<file path="src/rtl/rcu_pll_seq.sv">
// PLL reconfiguration sequencer: parks the system clock on the reference, reprograms the PLL,
// waits for lock and switches back. Optional lock filter enabled by RCU_PLL_SEQ_LOCK_FILTER_EN.
module rcu_pll_seq #(
    parameter int CFG_WIDTH     = 4,
    parameter int SETTLE_CYCLES = 8,
    parameter int LOCK_TIMEOUT  = 1024,
    parameter int LOCK_STABLE   = 4
) (
    input  logic                 clk_i,
    input  logic                 rst_i,
    input  logic                 req_valid_i,
    output logic                 req_ready_o,
    input  logic [CFG_WIDTH-1:0] req_cfg_i,
    input  logic                 req_bypass_i,
    input  logic                 pll_lock_i,
    output logic                 pll_en_o,
    output logic [CFG_WIDTH-1:0] clk_cfg_o,
    output logic                 clk_sel_o,
    output logic                 busy_o,
    output logic                 err_o,
    output logic                 err_lost_o
);

    localparam int MAX_A   = (SETTLE_CYCLES > LOCK_TIMEOUT) ? SETTLE_CYCLES : LOCK_TIMEOUT;
    localparam int MAX_CNT = (MAX_A > LOCK_STABLE) ? MAX_A : LOCK_STABLE;
    localparam int CNT_W   = $clog2(MAX_CNT + 1);

    localparam logic [CNT_W-1:0] SETTLE_LAST  = CNT_W'(SETTLE_CYCLES - 1);
    localparam logic [CNT_W-1:0] TIMEOUT_LAST = CNT_W'(LOCK_TIMEOUT - 1);
    localparam logic [CNT_W-1:0] CNT_SAT      = {CNT_W{1'b1}};
    localparam logic [CNT_W-1:0] CNT_ONE      = CNT_W'(1);

    typedef enum logic [2:0] {
        ST_IDLE,
        ST_SW_REF,
        ST_PLL_OFF,
        ST_CFG,
        ST_LOCK_WAIT,
        ST_RUN,
        ST_ERR
    } state_e;

    state_e               state_q, state_d;
    logic [CNT_W-1:0]     cnt_q, cnt_d;
    logic [CFG_WIDTH-1:0] cfg_lat_q, cfg_lat_d;
    logic                 byp_lat_q, byp_lat_d;
    logic [CFG_WIDTH-1:0] clk_cfg_q, clk_cfg_d;
    logic                 pll_en_q, pll_en_d;
    logic                 clk_sel_q, clk_sel_d;
    logic                 ready_q, ready_d;
    logic                 busy_q, busy_d;
    logic                 err_q, err_d;
    logic                 err_lost_q, err_lost_d;
    logic                 xfer;
    logic                 lock_qual;

    // Handshake: a request transfers on any cycle where req_valid_i and req_ready_o are both
    // high; req_cfg_i/req_bypass_i are captured on that edge. A requester may hold valid
    // while ready is low and the request is taken later, never dropped.
    assign xfer = req_valid_i && ready_q;

`ifdef RCU_PLL_SEQ_LOCK_FILTER_EN
    localparam int STB_W = $clog2(LOCK_STABLE + 1);
    localparam logic [STB_W-1:0] STABLE_LAST = STB_W'(LOCK_STABLE - 1);
    localparam logic [STB_W-1:0] STABLE_ONE  = STB_W'(1);

    logic [STB_W-1:0] stable_q, stable_d;

    // Counts consecutive lock-high LOCK_WAIT cycles; any low cycle or leaving LOCK_WAIT restarts it.
    always_comb begin
        stable_d = '0;
        if (state_q == ST_LOCK_WAIT && pll_lock_i && stable_q != STABLE_LAST) begin
            stable_d = stable_q + STABLE_ONE;
        end else if (state_q == ST_LOCK_WAIT && pll_lock_i) begin
            stable_d = stable_q;
        end
    end

    always_ff @(posedge clk_i) begin
        if (rst_i) begin
            stable_q <= '0;
        end else begin
            stable_q <= stable_d;
        end
    end

    assign lock_qual = pll_lock_i && (stable_q == STABLE_LAST);
`else
    assign lock_qual = pll_lock_i;
`endif

    always_comb begin
        state_d    = state_q;
        cfg_lat_d  = cfg_lat_q;
        byp_lat_d  = byp_lat_q;
        clk_cfg_d  = clk_cfg_q;
        err_lost_d = err_lost_q;

        case (state_q)
            ST_IDLE: begin
                if (xfer) begin
                    state_d   = ST_SW_REF;
                    cfg_lat_d = req_cfg_i;
                    byp_lat_d = req_bypass_i;
                end
            end
            ST_SW_REF: begin
                if (cnt_q == SETTLE_LAST) begin
                    state_d = ST_PLL_OFF;
                end
            end
            ST_PLL_OFF: begin
                if (cnt_q == SETTLE_LAST) begin
                    if (byp_lat_q) begin
                        state_d = ST_IDLE;
                    end else begin
                        state_d   = ST_CFG;
                        clk_cfg_d = cfg_lat_q;
                    end
                end
            end
            ST_CFG: begin
                state_d = ST_LOCK_WAIT;
            end
            ST_LOCK_WAIT: begin
                // Lock takes priority over a timeout landing on the same cycle.
                if (lock_qual) begin
                    state_d = ST_RUN;
                end else if (cnt_q == TIMEOUT_LAST) begin
                    state_d    = ST_ERR;
                    err_lost_d = 1'b0;
                end
            end
            ST_RUN: begin
                // Lock loss wins over a simultaneous request, which then stays pending.
                if (!pll_lock_i) begin
                    state_d    = ST_ERR;
                    err_lost_d = 1'b1;
                end else if (xfer) begin
                    state_d   = ST_SW_REF;
                    cfg_lat_d = req_cfg_i;
                    byp_lat_d = req_bypass_i;
                end
            end
            ST_ERR: begin
                if (xfer) begin
                    state_d    = ST_SW_REF;
                    cfg_lat_d  = req_cfg_i;
                    byp_lat_d  = req_bypass_i;
                    err_lost_d = 1'b0;
                end
            end
            default: begin
                state_d = ST_IDLE;
            end
        endcase

        if (state_d != state_q) begin
            cnt_d = '0;
        end else if (cnt_q != CNT_SAT) begin
            cnt_d = cnt_q + CNT_ONE;
        end else begin
            cnt_d = cnt_q;
        end

        // Outputs decode the next state so they switch on the same edge as the state.
        pll_en_d  = 1'b0;
        clk_sel_d = 1'b0;
        ready_d   = 1'b0;
        busy_d    = 1'b0;
        err_d     = 1'b0;
        case (state_d)
            ST_IDLE: begin
                ready_d = 1'b1;
            end
            ST_SW_REF: begin
                busy_d   = 1'b1;
                pll_en_d = pll_en_q;
            end
            ST_PLL_OFF, ST_CFG: begin
                busy_d = 1'b1;
            end
            ST_LOCK_WAIT: begin
                busy_d   = 1'b1;
                pll_en_d = 1'b1;
            end
            ST_RUN: begin
                ready_d   = 1'b1;
                pll_en_d  = 1'b1;
                clk_sel_d = 1'b1;
            end
            ST_ERR: begin
                ready_d = 1'b1;
                err_d   = 1'b1;
            end
            default: begin
                ready_d = 1'b1;
            end
        endcase
    end

    always_ff @(posedge clk_i) begin
        if (rst_i) begin
            state_q    <= ST_IDLE;
            cnt_q      <= '0;
            cfg_lat_q  <= '0;
            byp_lat_q  <= 1'b0;
            clk_cfg_q  <= '0;
            pll_en_q   <= 1'b0;
            clk_sel_q  <= 1'b0;
            ready_q    <= 1'b1;
            busy_q     <= 1'b0;
            err_q      <= 1'b0;
            err_lost_q <= 1'b0;
        end else begin
            state_q    <= state_d;
            cnt_q      <= cnt_d;
            cfg_lat_q  <= cfg_lat_d;
            byp_lat_q  <= byp_lat_d;
            clk_cfg_q  <= clk_cfg_d;
            pll_en_q   <= pll_en_d;
            clk_sel_q  <= clk_sel_d;
            ready_q    <= ready_d;
            busy_q     <= busy_d;
            err_q      <= err_d;
            err_lost_q <= err_lost_d;
        end
    end

    assign req_ready_o = ready_q;
    assign pll_en_o    = pll_en_q;
    assign clk_cfg_o   = clk_cfg_q;
    assign clk_sel_o   = clk_sel_q;
    assign busy_o      = busy_q;
    assign err_o       = err_q;
    assign err_lost_o  = err_lost_q;

endmodule

</file>
<file path="config.mk">
export PLATFORM = sky130hd
export DESIGN_NAME = rcu_pll_seq
export DESIGN_NICKNAME = d
export VERILOG_FILES = /design/src/rtl/rcu_pll_seq.sv
export SDC_FILE = /design/constraint.sdc
export NUM_CORES = 1
export LEC_CHECK = 0
export CAP_MARGIN = 20
export CORE_AREA = 2 2 58 100
export DETAILED_ROUTE_END_ITERATION = 8
export DIE_AREA = 0 0 60 102
export PLACE_DENSITY_LB_ADDON = 0.05
export SETUP_SLACK_MARGIN = 0.2
export SLEW_MARGIN = 30
export SYNTH_ARGS = -nofsm -noshare
export SYNTH_HDL_FRONTEND = slang
export SYNTH_SLANG_ARGS = --single-unit
</file>
<file path="constraint.sdc">
create_clock -name clk_i -period 2.8 [get_ports clk_i]
set_input_delay 0.28 -clock clk_i [delete_from_list [all_inputs] [get_ports clk_i]]
set_output_delay 0.28 -clock clk_i [all_outputs]
set_load 0.005 [all_outputs]
</file>
==> metrics.csv, run 1 <==
metric,value,unit
run_status,finished clean,
die_h,102,um
die_w,60,um
worstSetupStartpointType,flop,
fin_nets,208,
power_frac_seq,44.3,%
syn_area_per_cell,8.62,um2
track_usage,13.7,%
rsz0062_at_grt,no,
cts_tree,yes,
fin_crit,2320,ps
wl_met2,2.15,mm
period_share,82.8,%
clk_latency,280,ps
wl_met3,113,um
fin_setup_tns,0,ps
gp_congestion,0.768,
antenna_found_initial,0,
drt_iter0_drc,28,
hold_buffers,0,
synth_commonest_cells,"dfxtp_1 (29), nor2_1 (19), a21oi_1 (15), o21ai_0 (14), mux2i_1 (11)",
internal_power,0.752,mW
routed_via_density,4.97,
skew,5.72,ps
die_area,6120,um2
fill_cells,570,
worst_slew_pin_slew,609,ps
setup_viol,0,
min_path_cells,2,
ys_types,51,
relSlewSlack,59.3,%
grt-ovfl-total,0,
worst_setup_path_end_kind,flop,
synthTopCellsByArea,"dfxtp_1 (38%), mux2i_1 (7.1%), a21oi_1 (4.9%), nor2_1 (4.6%), o21ai_0 (4.5%)",
crit_arrival,2490,ps
reg2reg_depth,5,
wire_per_inst,14.1,um
cts_max_path_buffers,2,
start_util,29.1,%
dp_hpwl,2.88,mm
cts.sinks,29,
yosys_warnings,0,
rows,35,
dr.pass1.iters,6,
path_clk_slew,70,ps
timing.reg2reg.setup_slack,480,ps
clockRootBuffer,clkbuf_8,
yosysSeqAreaShare,37.6,%
drtAntennaViolNets,0,
clock.fmax,0.431,GHz
cts_resized,0,
io_buffers,18,
vias,1356,
grt_pass1_wl,6.40,mm
p_sw,0.247,mW
power,0.999,mW
final_max_slew_viol_count,0,
synth_most_common_cell,dfxtp_1,
clockPowerShare,43.8,%
async_flop_share,0,%
netSwitchingFraction,24.7,%
finalNonFillerCells,273,
r2r_start,cnt_q[3]$_SDFFE_PP0P_,
fin_ws,482,ps
synth_top_area_share,37.6,%
wirelength_met1,1.52,mm
ys_ff_latch,29,
antennaDiodeCount,0,
syn2layout_area_growth,23.3,%
cts_buffers,5,
hold_start,cfg_lat_q[1]$_SDFFE_PP0P_,
drive_gt1_share,13.1,%
dp_cells,265,
hold-path-endpoint,cfg_lat_q[1]$_SDFFE_PP0P_,
combPwrFrac,11.9,%
powerDensity,525,nW/um2
netlist_instances,179,
core,5300,um2
pre_cts_ws,469,ps
highest-signal-layer,met4,
critPathRequiredTime,2970,ps
grt_max_degree,19,
synth_top_cell_by_area,dfxtp_1,
power_leakage,0.697,nW
synth_enable_flop_cells,0,
crit_path_max_fanout,7,
synth_flop_cell,dfxtp_1,
synth_nets,189,
syn-cell-area,1540,um2
drc,0,
io-pin-count,19,
r2r_end,req_ready_o$_SDFF_PP1_,
cts_setup_buffers,0,
holdCritPathClass,reg -> reg,
worstSetupPathType,reg -> reg,
cts_htree_levels,2,
irDropWorstVdd,360,uV
first_global_vias,1368,
final_hold_viol_count,0,
maxCapViolCount,0,
wl,3.84,mm
power by group through the flow:
| stage | Combinational (mW) | Sequential [mW] | Clock [mW] |
|---|---|---|---|
| CTS | 0.121 | 0.442 | 0.455 |
| global route | 0.132 | 0.444 | 0.467 |
| detailed placement | 0.121 | 0.451 | 0 |
| floorplan | 0.0895 | 0.446 | 0 |
| finish | 0.119 | 0.442 | 0.437 |
| global placement | 0.122 | 0.451 | 0 |
area by class of cell:
| cell class | instances | area, um2 | share of cell area, % |
|---|---|---|---|
| Clock inverter | 3 | 46.3 | 2.43 |
| Inverter | 4 | 15.0 | 0.789 |
| Tap cell | 74 | 92.6 | 4.87 |
| Sequential cell | 29 | 581 | 30.5 |
| Clock buffer | 5 | 68.8 | 3.62 |
| Timing Repair Buffer | 23 | 218 | 11.4 |
| Multi-Input combinational cell | 135 | 881 | 46.3 |
metrics by stage:
step	utilization (%)	hold slack (ps)	area (um2)
6_report	35.9	497	1900
3_3_place_gp	33.7	471	1790
5_1_grt	35.9	535	1900
3_5_place_dp	33.7	488	1790
2_1_floorplan	-	427	1540
4_1_cts	35.9	506	1900
sequential cells by signal, summed over array words and instances, names as in the netlist:
| name | cells |
|---|---|
| cnt_q | 11 |
| err_lost_o | 1 |
| pll_en_o | 1 |
| state_q | 3 |
| req_ready_o | 1 |
| busy_o | 1 |
| clk_sel_o | 1 |
| byp_lat_q | 1 |
| cfg_lat_q | 4 |
| err_o | 1 |
| clk_cfg_o | 4 |
placed cells by master, fill, tap and decap left out, drive strengths merged, types with 2 or more instances in the layout:
cell           instances
or3                    2
nand2b                 2
nor2                  19
or4                    3
dfxtp                 29
clkdlybuf4s50         18
nor4                   3
nor3                   8
inv                    4
a21oi                 16
o31a                   3
o21a                   2
nand2                  9
nand3                  8
a311oi                 2
or2                    3
clkbuf                 5
and2                   2
nor4b                  2
mux2i                 11
a21o                   2
nor2b                  2
o21ai                 14
mux2                   2
buf                    5
o211ai                 3
cells by family after synthesis:
family	share of synthesized area, %
and+or+nand+nor	25.6
AOI/OAI and AO/OA	20.7
DFF	37.6
buffers and inverters	5.27
muxes	8.84
xor gates and xnor gates	1.14
adders and majority gates	0.811
routing by layer:
layer	vias up	GRT usage (%)
met3	4	2.78
met4	0	5.13
met5	-	0
met1	635	14.8
met2	26	25.3
li1	691	-
worst max path at each step:
stage	start	to	slack (ps)	cells after the start
2_1_floorplan	cnt_q[3]$_SDFFE_PP0P_	cnt_q[8]$_SDFFE_PP0P_	680	7
3_3_place_gp	pll_lock_i	cnt_q[10]$_SDFFE_PP0P_	430	6
3_5_place_dp	pll_lock_i	req_ready_o$_SDFF_PP1_	470	6
4_1_cts	cnt_q[3]$_SDFFE_PP0P_	cnt_q[10]$_SDFFE_PP0P_	490	5
5_1_grt	cnt_q[0]$_SDFFE_PP0P_	cnt_q[8]$_SDFFE_PP0P_	300	6
6_report	cnt_q[3]$_SDFFE_PP0P_	req_ready_o$_SDFF_PP1_	480	5
worst max-delay path, cell delays in order (launching register included):
cell and delay (ps):
dfxtp_1 380, or4_4 580, nor3_1 370, a211oi_1 190, nor4b_2 360, mux2_4 330
No activity file was read; power rests on OpenSTA's default activity.
==> run 2, diff against run 1 <==
==> constraint.sdc (replaced) <==
create_clock -name clk_i -period 2 [get_ports clk_i]
set_input_delay 0.2 -clock clk_i [delete_from_list [all_inputs] [get_ports clk_i]]
set_output_delay 0.2 -clock clk_i [all_outputs]
set_load 0.005 [all_outputs]
==> run 2 against run 1 <==
  * The flow now finishes with violations (setup timing)
  * First-iteration DRC count rose by 57%
  * Register-to-register slack lost 520 ps
  * Largest power group is now the clock network
  * Worst setup slack got worse by 520 ps
  * Cell count increased by 12%
  * Critical endpoint unchanged
==> metrics.csv, run 2 (synthesis results as in run 1) <==
metric,value,unit,change
run_status,"complete, but fails checks",,was finished clean
violations,setup timing,,
worstSetupPathType,reg -> reg,,unchanged
final_max_slew_viol_count,0,,unchanged
track_usage,15.3,%,was 13.7%
core,5300,um2,unchanged
grt_max_degree,19,,unchanged
syn2layout_area_growth,47.7,%,was 23.3%
powerDensity,661,nW/um2,was 525 nW/um2
power_leakage,0.904,nW,was 0.697 nW
dr.pass1.iters,5,,was 6
crit_path_max_fanout,3,,was 7
reg2reg_depth,5,,unchanged
io-pin-count,19,,unchanged
die_h,102,um,unchanged
antenna_found_initial,0,,unchanged
rows,35,,unchanged
cts_htree_levels,2,,unchanged
drc,0,,unchanged
die_area,6120,um2,unchanged
worstSetupStartpointType,flop,,unchanged
final_cell_mix,"buf_4 (34), dfxtp_1 (26), nor2_1 (18), clkdlybuf4s50_1 (18), a21oi_1 (15)",,"was dfxtp_1 (29), nor2_1 (19), clkdlybuf4s50_1 (18)"
post-route-cell-area,2280,um2,was 1900 um2
cts_max_path_buffers,2,,unchanged
fin_nets,242,,was 208
rsz0062_at_grt,yes,,was no
irDropWorstVdd,455,uV,was 360 uV
clk_latency,280,ps,about the same
drtAntennaViolNets,0,,unchanged
cts_buffers,5,,unchanged
routed_via_density,4.81,,was 4.97
final_hold_viol_count,0,,unchanged
die_w,60,um,unchanged
path_clk_slew,70,ps,about the same
start_util,29.1,%,unchanged
placed_area,2070,um2,was 1790 um2
maxCapViolCount,0,,unchanged
drive_gt1_share,31.3,%,was 13.1%
grt_use_met3,2.91,%,was 2.78%
grt-ovfl-total,0,,unchanged
io_buffers,18,,unchanged
grt_pass1_wl,7.04,mm,was 6.40 mm
fin_setup_tns,-197,ps,was 0 ps
crit_arrival,2200,ps,was 2490 ps
regMostFlops,cnt_q,,unchanged
clockRootBuffer,clkbuf_8,,unchanged
first_global_vias,1481,,was 1368
skew,7.64,ps,was 5.72 ps
setup_viol,11,,was 0
use_met1,15.8,%,was 14.8%
antennaDiodeCount,0,,unchanged
worst_slew_pin_slew,459,ps,was 609 ps
period_share,102,%,was 82.8%
cts.sinks,29,,unchanged
utilization,43.0,%,was 35.9%
gp_congestion,0.790,,was 0.768
wl,4.23,mm,was 3.84 mm
relSlewSlack,69.2,%,was 59.3%
hold_buffers,0,,unchanged
layout_commonest_cell,buf_4,,was dfxtp_1
wire_per_inst,13.8,um,was 14.1 um
largest_reg_flops,11,,unchanged
pre_cts_ws,-143,ps,was 469 ps
dp_hpwl,3.30,mm,was 2.88 mm
cts_tree,yes,,unchanged
worst_setup_path_end_kind,flop,,unchanged
power,1.51,mW,was 0.999 mW
drt_iter0_drc,44,,was 28
vias,1477,,was 1356
grt.met2_usage,29.4,%,was 25.3%
holdCritPathClass,reg -> reg,,unchanged
clock.fmax,0.491,GHz,was 0.431 GHz
critPathRequiredTime,2160,ps,was 2970 ps
fin_ws,-37.4,ps,was 482 ps
min_path_cells,2,,unchanged
fin_crit,2040,ps,was 2320 ps
grt_busiest_layer,met2,,unchanged
[run 2: cell types whose count changed in the layout (fill, tap and decap cells not counted), moves of 2 or more]
| cell | before | now |
|---|---|---|
| buf_6 | 0 | 3 |
| buf_12 | 0 | 2 |
| dfxtp_2 | 0 | 3 |
| buf_4 | 5 | 34 |
| dfxtp_1 | 29 | 26 |
[run 2: final timing paths]
| path | startpoint | to | slack [ps] |
|---|---|---|---|
| worst max-delay path | cnt_q[3]$_SDFFE_PP0P_ | req_ready_o$_SDFF_PP1_ | -40 |
| worst min-delay path | cfg_lat_q[3]$_SDFFE_PP0P_ | cfg_lat_q[3]$_SDFFE_PP0P_ | 500 |
| worst max register to register | cnt_q[3]$_SDFFE_PP0P_ | req_ready_o$_SDFF_PP1_ | -40 |
| worst min register to register | cfg_lat_q[3]$_SDFFE_PP0P_ | cfg_lat_q[3]$_SDFFE_PP0P_ | 500 |
[run 2: per-layer routing]
layer  wire, um  share of wire, %
met1       1630                39
met5          0                 0
met2       2460                58
met4         52               1.2
met3         89               2.1
[run 2: what timing repair did]
action,CTS,global route
pin swaps,2,6
gates resized for setup,9,9
endpoints found under the setup margin,22,22
setup buffers,1,0
[run 2: cell type report]
cell class                 instances  area (um2)
clock buffer                       6        82.6
clock inverter                     2        37.5
fill                             524        3020
inverter                           4        15.0
multi-input combinational        135         957
sequential                        29         584
tap                               74        92.6
timing repair buffer              57         509
[run 2: stage by stage]
| step | hold WS, ps | cells |
|---|---|---|
| detailed placement | 485 | 298 |
| global placement | 469 | 298 |
| CTS | 502 | 307 |
| finish | 497 | 307 |
| floorplan | 347 | 179 |
| global route | 533 | 307 |
[run 2: power by group]
| part | switching (mW) | total, mW | internal [mW] |
|---|---|---|---|
| sequential | 0.0132 | 0.613 | 0.599 |
| clock | 0.226 | 0.631 | 0.405 |
| combinational | 0.117 | 0.263 | 0.145 |
[run 2: critical path: stages (launching register included)]
cell     delay, ps
dfxtp_2        320
or4_4          560
or4_4          540
nand3_4        140
nor4b_4         70
mux2_4         300
==> edit 1 (flow settings as in run 2) <==
Encoding of `state_e`: now one-hot (7 bits for 7 states).
--- a/src/rtl/rcu_pll_seq.sv
+++ b/src/rtl/rcu_pll_seq.sv
@@ -32,10 +32,10 @@
 
-    typedef enum logic [2:0] {
-        ST_IDLE,
-        ST_SW_REF,
-        ST_PLL_OFF,
-        ST_CFG,
-        ST_LOCK_WAIT,
-        ST_RUN,
-        ST_ERR
+    typedef enum logic [6:0] {
+        ST_IDLE      = 7'b0000001,
+        ST_SW_REF    = 7'b0000010,
+        ST_PLL_OFF   = 7'b0000100,
+        ST_CFG       = 7'b0001000,
+        ST_LOCK_WAIT = 7'b0010000,
+        ST_RUN       = 7'b0100000,
+        ST_ERR       = 7'b1000000
     } state_e;
Formal check against the unedited RTL: same outputs for any inputs over 10 cycles, from zero or initial values and one cycle with rst_i high; not proved beyond that.
==> edit 1 against run 2 <==
- total power is 14% higher
- routed wire length rose by 25%
- count of clock-buffer cells in the layout decreased by 1
- combinational power grew 90%
- cell area grew 21%
- area after synthesis up 15%
- clock skew decreased by 0.0036 ns
- synthesized cell count is 8.9% higher
- hold slack worse by 0.031 ns
- sequential cell count increased by 4
- critical path type unchanged
- fmax increased by 4.3%
- worst setup slack better by 0.084 ns
==> edit 1: results (changes against run 2) <==
Maximum single-stage delay on the critical path: 0.41 ns (-0.15 ns). For the global-route track usage on met3, the log shows 3.16% (+0.25 points). For the power of the clock network, the log shows 0.490 mW (-22%).

The largest individual stage delay along the critical path comes from the cell sky130_fd_sc_hd__nor4_1. The largest fanout of any net on the critical path is 7 (+4). The final weighted congestion in routability-driven placement came out at 0.811 (+2.7%).

The commonest cells after synthesis are sky130_fd_sc_hd__dfxtp_1, sky130_fd_sc_hd__nor2_1, sky130_fd_sc_hd__nand2_1. The run gives 0.00407 ns (-0.00358 ns) as the clock tree skew after final layout. Following the worst setup path forward leads to its endpoint at cnt_q[4]$_SDFFE_PP0P_. The critical path starts at state_q[1]$_SDFF_PP0_. The run gives 5290 um (+25%) as the total length of routed wires.

Compound-cell area share of the yosys netlist: 19.4% (-1.3 points). The layout cell share with drive strength beyond 1 was 43.1% (+12 points). The logic gate share of total power was 29.2% (+12 points).

The logs give 55 (+7.8%) for the distinct cell type count of the synthesized netlist and 0.05 ns (+0.08 ns) for the minimum setup slack among reg-to-reg paths. The maximum number of pins on one net before global-route repair came out at 23 (+4). For the global routing met2 resource utilization, the log shows 37.0% (+7.5 points). The tools report the synthesized net count as 205 (+8.5%). Startpoint of the worst hold path: cfg_lat_q[1]$_SDFFE_PP0P_.

The run gives 0.526 mW (+47%) as the switching component of the power. The worst hold path terminates at cfg_lat_q[1]$_SDFFE_PP0P_. For the number of DRC violations after detailed-routing iteration 0, the log shows 32 (-27%). The setup slack at placement was -0.122 ns (+0.0211 ns); the share of the yosys chip area belonging to registers was 37.4% (-0.26 points). The standard cell area after detailed placement is 0.00230 mm2 (+11%), and the via density per instance is 5.15 (+7.1%). The half-perimeter wire length after placement was 4000 um (+21%).

The xor-xnor portion of the synthesized cell area was 4.95% (+3.8 points); the data arrival time of the worst path was 2.15 ns (-0.05 ns). The all-layer global routing usage was 18.6% (+3.3 points); the routed wirelength normalized by instance count was 15.8 um (+15%). The logs give 17.2% (+1.4 points) for the global routing usage on met1 and 96 um (+7.9%) for the met3 wire length. The multiplexer share of the synthesized area works out to 2.83% (-6.0 points). The run finished with clean final reports. The combinational logic power was 0.499 mW (+90%); the post-synthesis share of cell area spent on full adders, half adders and majority gates was 0.708% (-0.10 points). The logs give 0.998 nW (+10%) for the leakage power total and 35 (+26) for the post-cts repair resize count.
## edit 1: cell count changes in the layout (fill, tap and decap cells not counted), moves of 5 or more
cell / run 2 / this run
sky130_fd_sc_hd__a21oi_1: 15 / 9
sky130_fd_sc_hd__buf_4: 34 / 44
sky130_fd_sc_hd__mux2i_1: 11 / 5
sky130_fd_sc_hd__nand2_1: 9 / 14
sky130_fd_sc_hd__nor3_1: 7 / 2
sky130_fd_sc_hd__nor4_2: 0 / 5
sky130_fd_sc_hd__nor4_4: 0 / 5
sky130_fd_sc_hd__o21ai_0: 13 / 1
sky130_fd_sc_hd__xor2_1: 1 / 8
## edit 1: cell type report
type / count / area, um2
clock buffers: 5 / 68.8
inverters: 6 / 22.5
fillers: 512 / 2540
well taps: 74 / 92.6
multi-input cells: 144 / 1260
clock inverters: 3 / 17.5
repair buffers: 69 / 616
flip-flops and latches: 33 / 684
==> edit 2 (config.mk and constraints of run 2) <==
Without the edit above. Build with the macro `RCU_PLL_SEQ_LOCK_FILTER_EN` defined.
--- a/src/rtl/rcu_pll_seq.sv
+++ b/src/rtl/rcu_pll_seq.sv
@@ -2,2 +2,4 @@
 // waits for lock and switches back. Optional lock filter enabled by RCU_PLL_SEQ_LOCK_FILTER_EN.
+`define RCU_PLL_SEQ_LOCK_FILTER_EN
+
 module rcu_pll_seq #(
Function: same outputs for any inputs over 10 cycles, from zero or initial values and one cycle with rst_i high; that may be too few to reach the edited logic, so the function may still have changed.
==> edit 2 against run 2 <==
- cell area rose by 2.4%
- area after synthesis is 8.0% higher
- sequential share of layout area grew 2.5 points
- total power shrank 6.2%
- routed wire length up 1.9%
- count of clock-buffer cells in the layout unchanged
- sequential cell count is 3 higher
- clock power decreased by 19%
- worst setup slack improved by 0.12 ns
- critical endpoint is now cnt_q[10]$_SDFFE_PP0P_
- largest cell class unchanged
==> edit 2: results (changes against run 2) <==
The flow ran to the end, and the final reports show no timing, DRC or antenna violations. The standard cell area after detailed placement was 0.00208 mm2 (+0.42%). The total number of nets in the final design is 233 (-3.7%), and the layout filler cell count is 553 (+5.5%). The overall via count from detail_route is 1473 (-0.27%).

Clock buffer count from CTS: 5 (unchanged). The routed wirelength normalized by instance count works out to 14.6 um (+5.7%). After synthesis, the cell types taking the most area are sky130_fd_sc_hd__dfxtp_1, sky130_fd_sc_hd__mux2i_1, sky130_fd_sc_hd__nor3_2.

For the half-perimeter wire length after placement, the log shows 3180 um (-3.6%). The run gives 0 ns (+0.197 ns) as the final sum of negative setup slack. Clock tree skew after final layout: 0.00596 ns (-0.00169 ns).

Sorting the synthesized cells by how often they occur yields sky130_fd_sc_hd__dfxtp_1, sky130_fd_sc_hd__nor2_1, sky130_fd_sc_hd__mux2i_1. The tools report the share of the yosys chip area belonging to registers as 38.4% (+0.81 points). Largest fanout of any net on the critical path: 5 (+2). The run gives 48 (-5.9%) as the distinct cell type count of the synthesized netlist.

The tools report the endpoint of the worst register-to-register path as cnt_q[10]$_SDFFE_PP0P_. The worst supply voltage drop on vdd was 0.251 mV (-45%); the all-layer global routing usage was 15.8% (+0.44 points). The tools report the length of the first detailed-routing pass in iterations as 4 (-1).

Maximum number of pins on one net before global-route repair: 18 (-1). The post-placement cell count came out at 281 (-5.7%). The tools report the beginning of the worst register-to-register path as cnt_q[9]$_SDFFE_PP0P_.

The minimum setup slack among reg-to-reg paths is 0.08 ns (+0.12 ns). The tools report the via count of the first global-routing pass as 1557 (+5.1%). The switching component of the power was 0.357 mW (about the same); the data arrival time of the worst path was 2.10 ns (-0.10 ns). Slew at the pin closest to its max-slew limit: 0.405 ns (-0.0543 ns). Worst hold slack: 0.482 ns (-0.0150 ns). For the synthesized net count, the log shows 191 (+1.1%). The startpoint identified for the worst hold timing path is err_lost_o$_SDFFE_PP0P_.
==> edit 2: area by class of cell <==
class | instances | area (um2) | share of cell area, %
repair buffers | 46 | 428 | 18.3
flip-flops and latches | 32 | 657 | 28.2
well taps | 74 | 92.6 | 3.97
clock buffers | 6 | 82.6 | 3.54
multi-input cells | 131 | 1040 | 44.7
inverters | 5 | 18.8 | 0.805
clock inverters | 2 | 10.0 | 0.429
==> edit 2: worst max-delay path by stage <==
| stage | from | to | slack (ns) |
|---|---|---|---|
| after CTS | cnt_q[3]$_SDFFE_PP0P_ | cnt_q[10]$_SDFFE_PP0P_ | 0.06 |
| after global routing | cnt_q[9]$_SDFFE_PP0P_ | cnt_q[0]$_SDFFE_PP0P_ | 0.004 |
| after global placement | pll_lock_i | cnt_q[3]$_SDFFE_PP0P_ | -0.05 |
| after floorplan | stable_q[0]$_SDFFE_PP0P_ | cnt_q[2]$_SDFFE_PP0P_ | 0.07 |
| after detailed placement | pll_lock_i | cnt_q[3]$_SDFFE_PP0P_ | -0.06 |
| final | cnt_q[9]$_SDFFE_PP0P_ | cnt_q[10]$_SDFFE_PP0P_ | 0.08 |
==> edit 2: critical path, cell delays in order (launching register included) <==
cell                        delay, ns
sky130_fd_sc_hd__dfxtp_2         0.35
sky130_fd_sc_hd__nor4_4          0.35
sky130_fd_sc_hd__a311oi_2        0.20
sky130_fd_sc_hd__a221oi_4        0.31
sky130_fd_sc_hd__mux2i_2         0.27
sky130_fd_sc_hd__buf_4           0.15
sky130_fd_sc_hd__clkbuf_16       0.13
sky130_fd_sc_hd__nor3_2          0.04
==> edit 2: repair_timing <==
item,CTS,global route
resized for setup,20,9
gates cloned,2,0
endpoints found under the setup margin,21,26
pin swaps,7,3
setup buffers,4,1
==> edit 2: per-layer routing <==
layer	track usage, %	wire, um
met3	3.16	98
met4	9.06	187
met1	13.8	1510
met2	30.9	2520
met5	0	0
==> edit 2: cells by family after synthesis <==
group / Yosys count / synth area share (%)
muxes: 14 / 8.48
buffers and inverters: 16 / 4.50
AOI/OAI and AO/OA: 32 / 13.9
and+or+nand+nor: 75 / 28.8
xor gates and xnor gates: 7 / 3.68
adders and majority gates: 3 / 2.25
DFF: 32 / 38.4
==> edit 2: power by group through the flow <==
stage               Sequential [mW]  Clock [mW]  Combinational, mW
CTS                           0.672       0.543              0.230
detailed placement            0.688           0              0.190
floorplan                     0.682           0              0.111
finish                        0.673       0.514              0.227
global route                  0.675       0.569              0.244
global placement              0.688           0              0.189
==> edit 2: metrics by stage <==
stage	utilization, %	setup slack [ns]	total power, mW
after detailed placement	39.3	-0.0646	0.878
after global placement	39.3	-0.0542	0.876
final	44.0	0.0782	1.41
after CTS	43.6	0.0629	1.45
after floorplan	-	0.0660	0.793
after global routing	44.0	0.00434	1.49
